<file path="src/rtl/magnetron_pkg.sv">
// Shared types and default sizing for the magnetron power controller.
package magnetron_pkg;

  localparam int unsigned MAG_PWM_PERIOD_DEF = 10;
  localparam int unsigned MAG_LEVEL_W_DEF    = 4;

  typedef enum logic [1:0] {
    MAG_IDLE  = 2'd0,
    MAG_RUN   = 2'd1,
    MAG_PAUSE = 2'd2
  } mag_state_e;

endpackage

</file>
<file path="src/rtl/duty_slot_counter.sv">
// Slot counter for duty-cycled power: wraps every PWM_PERIOD cycles while enabled
// and reports whether the current slot falls inside the on-portion of the window.
module duty_slot_counter
  import magnetron_pkg::*;
#(
  parameter int unsigned PWM_PERIOD = MAG_PWM_PERIOD_DEF
) (
  input  logic                              clk,
  input  logic                              reset,
  input  logic                              en,
  input  logic                              clr,
  input  logic [$clog2(PWM_PERIOD+1)-1:0]   level,
  output logic                              slot_on
);

  localparam int unsigned SLOT_W = $clog2(PWM_PERIOD);
  localparam int unsigned LVL_W  = $clog2(PWM_PERIOD + 1);
  localparam int unsigned CMP_W  = (SLOT_W > LVL_W) ? SLOT_W : LVL_W;

  logic [SLOT_W-1:0] slot_q;
  logic [SLOT_W-1:0] slot_d;

  // clr wins over en so the first cycle of a (re)start always sits in slot 0
  always_comb begin
    slot_d = '0;
    if (en && !clr) begin
      if (slot_q == SLOT_W'(PWM_PERIOD - 1)) begin
        slot_d = '0;
      end else begin
        slot_d = slot_q + SLOT_W'(1);
      end
    end
  end

  always_ff @(posedge clk) begin
    if (reset) begin
      slot_q <= '0;
    end else begin
      slot_q <= slot_d;
    end
  end

  assign slot_on = CMP_W'(slot_q) < CMP_W'(level);

endmodule

</file>
<file path="src/rtl/magnetron_power_ctrl.sv">
// Magnetron control FSM: start/pause/clear handling, power-level latch and
// door interlock around a duty-cycling slot counter.
module magnetron_power_ctrl
  import magnetron_pkg::*;
#(
  parameter int unsigned PWM_PERIOD = MAG_PWM_PERIOD_DEF,
  parameter int unsigned LEVEL_W    = MAG_LEVEL_W_DEF
) (
  input  logic               clk,
  input  logic               reset,
  input  logic               startn,
  input  logic               stopn,
  input  logic               clearn,
  input  logic               door_closed,
  input  logic               timer_done,
  input  logic [LEVEL_W-1:0] power_level,
  output logic               mag_on,
  output logic               running,
  output logic               paused,
  output logic               done
);

  localparam int unsigned LVL_W = $clog2(PWM_PERIOD + 1);

  mag_state_e        state_q, state_d;
  logic [LVL_W-1:0]  level_q, level_d;
  logic              startn_q, startn_d;
  logic              done_q, done_d;
  logic              press;
  logic              slot_on;
  logic [LVL_W-1:0]  level_clamped;

  assign press = startn_q & ~startn;
  assign level_clamped = (power_level >= LEVEL_W'(PWM_PERIOD)) ? LVL_W'(PWM_PERIOD)
                                                               : LVL_W'(power_level);

  // Per-cycle priority: clear > door open > stop > timer expiry > start press
  always_comb begin
    state_d  = state_q;
    level_d  = level_q;
    done_d   = 1'b0;
    startn_d = startn;
    case (state_q)
      MAG_IDLE: begin
        if (clearn && door_closed && stopn && press) begin
          state_d = MAG_RUN;
          level_d = level_clamped;
        end
      end
      MAG_RUN: begin
        if (!clearn) begin
          state_d = MAG_IDLE;
        end else if (!door_closed || !stopn) begin
          state_d = MAG_PAUSE;
        end else if (timer_done) begin
          state_d = MAG_IDLE;
          done_d  = 1'b1;
        end
      end
      MAG_PAUSE: begin
        if (!clearn) begin
          state_d = MAG_IDLE;
        end else if (door_closed && stopn && press) begin
          state_d = MAG_RUN;
        end
      end
      default: state_d = MAG_IDLE;
    endcase
  end

  always_ff @(posedge clk) begin
    if (reset) begin
      state_q  <= MAG_IDLE;
      level_q  <= '0;
      startn_q <= 1'b1;
      done_q   <= 1'b0;
    end else begin
      state_q  <= state_d;
      level_q  <= level_d;
      startn_q <= startn_d;
      done_q   <= done_d;
    end
  end

  duty_slot_counter #(
    .PWM_PERIOD(PWM_PERIOD)
  ) u_slot (
    .clk    (clk),
    .reset  (reset),
    .en     (state_d == MAG_RUN),
    .clr    (state_q != MAG_RUN),
    .level  (level_q),
    .slot_on(slot_on)
  );

  // door_closed bypasses the registers so an opening door cuts power immediately
  assign mag_on  = (state_q == MAG_RUN) & slot_on & door_closed;
  assign running = (state_q == MAG_RUN);
  assign paused  = (state_q == MAG_PAUSE);
  assign done    = done_q;

endmodule
</file>
<file path="config.mk">
export PLATFORM = sky130hd
export DESIGN_NAME = magnetron_power_ctrl
export DESIGN_NICKNAME = d
export VERILOG_FILES = /design/src/rtl/magnetron_pkg.sv /design/src/rtl/duty_slot_counter.sv /design/src/rtl/magnetron_power_ctrl.sv
export SDC_FILE = /design/constraint.sdc
export NUM_CORES = 1
export LEC_CHECK = 0
export CAP_MARGIN = 20
export CORE_MARGIN = 1
export CORE_UTILIZATION = 40
export CTS_CLUSTER_SIZE = 12
export DETAILED_ROUTE_END_ITERATION = 10
export PLACE_DENSITY_LB_ADDON = 0.3
export SYNTH_ARGS = -nofsm -noshare
export SYNTH_HDL_FRONTEND = slang
export SYNTH_SLANG_ARGS = --single-unit
export TNS_END_PERCENT = 10
</file>
<file path="constraint.sdc">
create_clock -name clk -period 3 [get_ports clk]
set_input_delay 0.6 -clock clk [delete_from_list [all_inputs] [get_ports clk]]
set_output_delay 0.6 -clock clk [all_outputs]
set_load 0.005 [all_outputs]
</file>
* After elaboration in Yosys (flattened, before gate mapping)
Index checks and enable logic that the tools add are counted.
** Storage, ports and cells
- Flip-flop bits (word level) :: 12
- Bits in latches :: 0
- Memory bits (writable) :: 0
- Memory bits (read-only) :: 0
- Bits of input ports :: 11
- Output and inout port bits :: 4
- Word-level logic and storage cells :: 43
- Memories :: 0
** Cells by class
- Add/sub/neg operators :: 1
- Multiply operators :: 0
- Div/mod/pow operators :: 0
- Magnitude comparators :: 2
- Equal/unequal tests :: 5
- Shift operators :: 0
- Mux-type cells :: 9
- Bitwise operators :: 7
- Reductions and logical operators :: 14
** Operators by type and width (number)
- two-way mux 2 bit :: 6
- logical AND 1 bit :: 6
- case mux 2 bit (3 select lines) :: 1
- adder 4 x 1 -> 4 bit, second input constant :: 1
- == test 2 x 1 -> 1 bit, second input constant :: 2
- == test 4 bit, second input constant :: 1
- greater-or-equal comparator 4 bit, second input constant :: 1
- < comparator 4 bit :: 1
- two-way mux 4 bit :: 1
- inverter 1 bit :: 4
- OR reduction 4 bit :: 1
- bitwise AND 1 bit :: 3
- zero test 1 bit :: 3
- OR reduction 3 bit :: 1
- == test 2 bit, second input constant :: 1
- zero test 2 bit :: 1
- != test 2 x 1 -> 1 bit, second input constant :: 1
- AND reduction 2 bit :: 1
- logical OR 1 bit :: 1
- two-way mux 1 bit :: 1

* Depth between registers and ports, before layout
- Depth in word-level cells :: 10
- Gate-level depth with buffers :: 4
- Mapped depth without buffers :: 4

* Hierarchy
From an unflattened synthesis, not the netlist that was laid out.
** Unflattened totals
- Cells, all modules :: 73
- Area total of the unflattened synthesis :: 619.3 µm²
** Modules (own cells, without submodules)
- magnetron_power_ctrl :: times used 1, cells an instance 45, area each 375.4 µm², seq. area each 160.2 µm²
- duty_slot_counter :: times used 1, cells an instance 28, area each 244.0 µm², seq. area each 80.1 µm²

* Worst setup path after synthesis
No wires, ideal clock.
- Path type :: register to output
- Start :: register level_q[1]
- End :: output mag_on
- Arrival time :: 1.027 ns
- Data required time :: 2.400 ns
- Path slack :: 1.373 ns
- Cell stages (with the launch flop) :: 5
- Path buffers :: 0
- Path through :: dfxtp_1 inv_1 ha_1 a211oi_1 o2111a_1
** On the way
- Cells in the longest elaborated chain, start to end :: 3
** Ends and longest elaborated chain
- start: declaration :: line magnetron_power_ctrl.sv:26 : logic [LVL_W-1:0] level_q, level_d;
- start signal: assignment :: line magnetron_power_ctrl.sv:79 : level_q <= level_d;
- < comparator 4 bit :: line duty_slot_counter.sv:43 : assign slot_on = CMP_W'(slot_q) < CMP_W'(level);
- bitwise AND 1 bit (2 in series) :: line magnetron_power_ctrl.sv:97 : assign mag_on = (state_q == MAG_RUN) & slot_on & door_closed;
- end: declaration :: line magnetron_power_ctrl.sv:17 : output logic mag_on,
Every way passes these cells.

* Worst setup path in the final report
Ends and elaborated chain as after synthesis.

==> flow_summary.yaml <==
worst_setup_path:
  path_cells: "inv_1 > ha_1 > a211oi_1 > o2111a_1 > clkdlybuf4s50_1"
  critPathLaunchType: "flop"
  path_buf_inv: 2
  critPathKind: "reg2out"
  worstRegToRegCells: 4
  crit_fanout: 2
  max_stage_delay_ps: 490
  crit_arrival_ps: 1880
  cp.required_ps: 2400
  cp_top_family: "buffers and inverters"
  path_depth: 5
  slowest_stage: "clkdlybuf4s50_1"
  end_kind: "output pin"
hold_path:
  hold_depth: 2
  hold_path_class: "reg2reg"
clock_network:
  clk_latency_ps: 290
  clockRootBuffer: "clkbuf_4"
  htreeDepth: 1
  cts_inserted_buffers: 3
  clockBufferDepth: 2
  cts_resized: 0
  cts_tree: "built"
  postCtsHoldBufs: 0
  clock-sinks: 12
  cts.clk_slew.worst_paths_ps: 80
  post_cts_buffers: 0
floorplan:
  start_util_pct: 45.2
  rows: 13
  die_w_um: 41.5
  die-area_um2: 1730
  core_um2: 1380
  die_h_um: 41.5
  io_pins: 15
logic_synthesis:
  synth_flop_cell: "dfxtp_1"
  synth_enable_flop_cells: 0
  synthesis.area_um2: 626
  syn-instance-count: 68
  ys_seq_area_share_pct: 38.4
  synth_fp_nets: 84
  avgSynthCellArea_um2: 9.20
  synth_cell_type_count: 30
  synth.ff_latch_count: 12
  synth_async_sr_flop_share_pct: 0
  yosys_warnings: 0
layout:
  num-fill-cells: 121
  layout_commonest_cell: "clkdlybuf4s50_1"
  regArea_um2: 240
  stdcell_area_um2: 821
  area.growth.synth_to_final_pct: 31.2
  nNetsFinal: 103
  multiInputGateArea_um2: 355
  drive_gt1_share_pct: 6.98
  final_core_util_pct: 59.4
  diodes: 0
  layout_common_cells: "14 x clkdlybuf4s50_1, 12 x dfxtp_1, 8 x inv_1, 5 x ha_1"
grt:
  grt_pass1_vias: 572
  antenna_found_initial: 0
  grt_max_degree: 8
  grt_pass1_wl_um: 2390
  grt_overflow: 0
  groute.usage.overall_pct: 18.9
sta:
  worstMarginPinSlew_ps: 348
  final.period_utilization_pct: 82.7
  setup-violations-final: 0
  hold-worst-slack_ps: 478
  fmax_mhz: 403
  tns_ps: 0
  slew_headroom_pct: 76.6
  fin_skew_ps: 11.4
  finalHoldViolations: 0
  rsz0062_at_grt: "false"
  period_needed_ps: 2480
  maxSlewViolCount: 0
detailed_routing:
  vias: 566
  post-route-drc-count: 0
  wire_per_inst_um: 13.7
  first_iter_violations: 6
  ant_nets: 0
  finalWirelength_um: 1380
  via_per_inst: 5.60
  drt_pass1_iterations: 4
placed_design:
  gp_congestion: 0.763
  placed_area_um2: 785
  dp_hpwl_um: 1060
  numPortBuffers: 14
power:
  power.leakage_nw: 0.311
  power_density_nw_per_um2: 398
  ir_worst_vdd_mv: 0.322
  p_total_mw: 0.327
status:
  status: "finished, final reports clean"
job:
  drv_cap: 0
## cell type report
| type | instances | share of cell area [%] |
|---|---|---|
| flip-flops and latches | 12 | 29.3 |
| well taps | 15 | 2.29 |
| multi-input cells | 48 | 43.3 |
| repair buffers | 14 | 17.1 |
| inverters | 8 | 3.66 |
| clock buffers | 4 | 4.42 |
## sequential cells by signal, summed over array words and instances (netlist names)
register,cells
u_slot.slot_q,4
done,1
level_q,4
startn_q,1
state_q,2
## worst register-to-register path, cell delays in order, from the launching register on
cell and delay, ps:
dfxtp_1 400, inv_1 70, ha_1 180, a221o_1 380
nor4_1 230
## layer usage
metal	GRT usage [%]	part of all wire, %	vias to the layer above
met2	28.1	44	12
met1	23.0	48	261
met4	9.68	2.2	0
li1	-	-	289
met5	0	0	-
met3	8.26	5.1	4
## where the power goes
group / total (mW) / internal [mW] / switching [mW]
registers: 0.162 / 0.161 / 0.00120
logic: 0.0324 / 0.0180 / 0.0144
clock network: 0.132 / 0.0739 / 0.0582
## logic make-up after synthesis
group / after synthesis / share of synthesized area [%]
flip-flops: 12 / 38.4
AND/OR/NAND/NOR: 26 / 26.0
buffers and inverters: 8 / 4.80
AO/OA/AOI/OAI: 15 / 18.0
XOR/XNOR: 2 / 2.80
adder cells (fa/ha/maj): 5 / 10.0
## metrics by stage
step           setup WS (ps)  std cells
4_1_cts                  504        101
5_1_grt                  410        101
6_report                 520        101
3_3_place_gp             582         97
3_5_place_dp             572         97
2_1_floorplan           1370         68
## path summary, 6_finish.rpt
check                    from                to  slack, ps
min                level_q[3]        level_q[3]        480
max                level_q[1]            mag_on        520
min reg2reg        level_q[3]        level_q[3]        480
max reg2reg  u_slot.slot_q[1]  u_slot.slot_q[3]       1660
## synth_stat cells (2+ instances only)
library cell / number / area share [%]
nor2_1: 2 / 1.2
nor4_1: 4 / 4.0
a21oi_1: 3 / 2.4
nand2_1: 3 / 1.8
a211oi_1: 2 / 2.4
o21ai_0: 2 / 1.6
dfxtp_1: 12 / 38
ha_1: 5 / 10
o31ai_1: 2 / 2.4
nand4_1: 2 / 2.0
inv_1: 8 / 4.8
nand3_1: 4 / 3.2
nor2b_1: 2 / 2.0
Power figures use the tool's default switching activity.
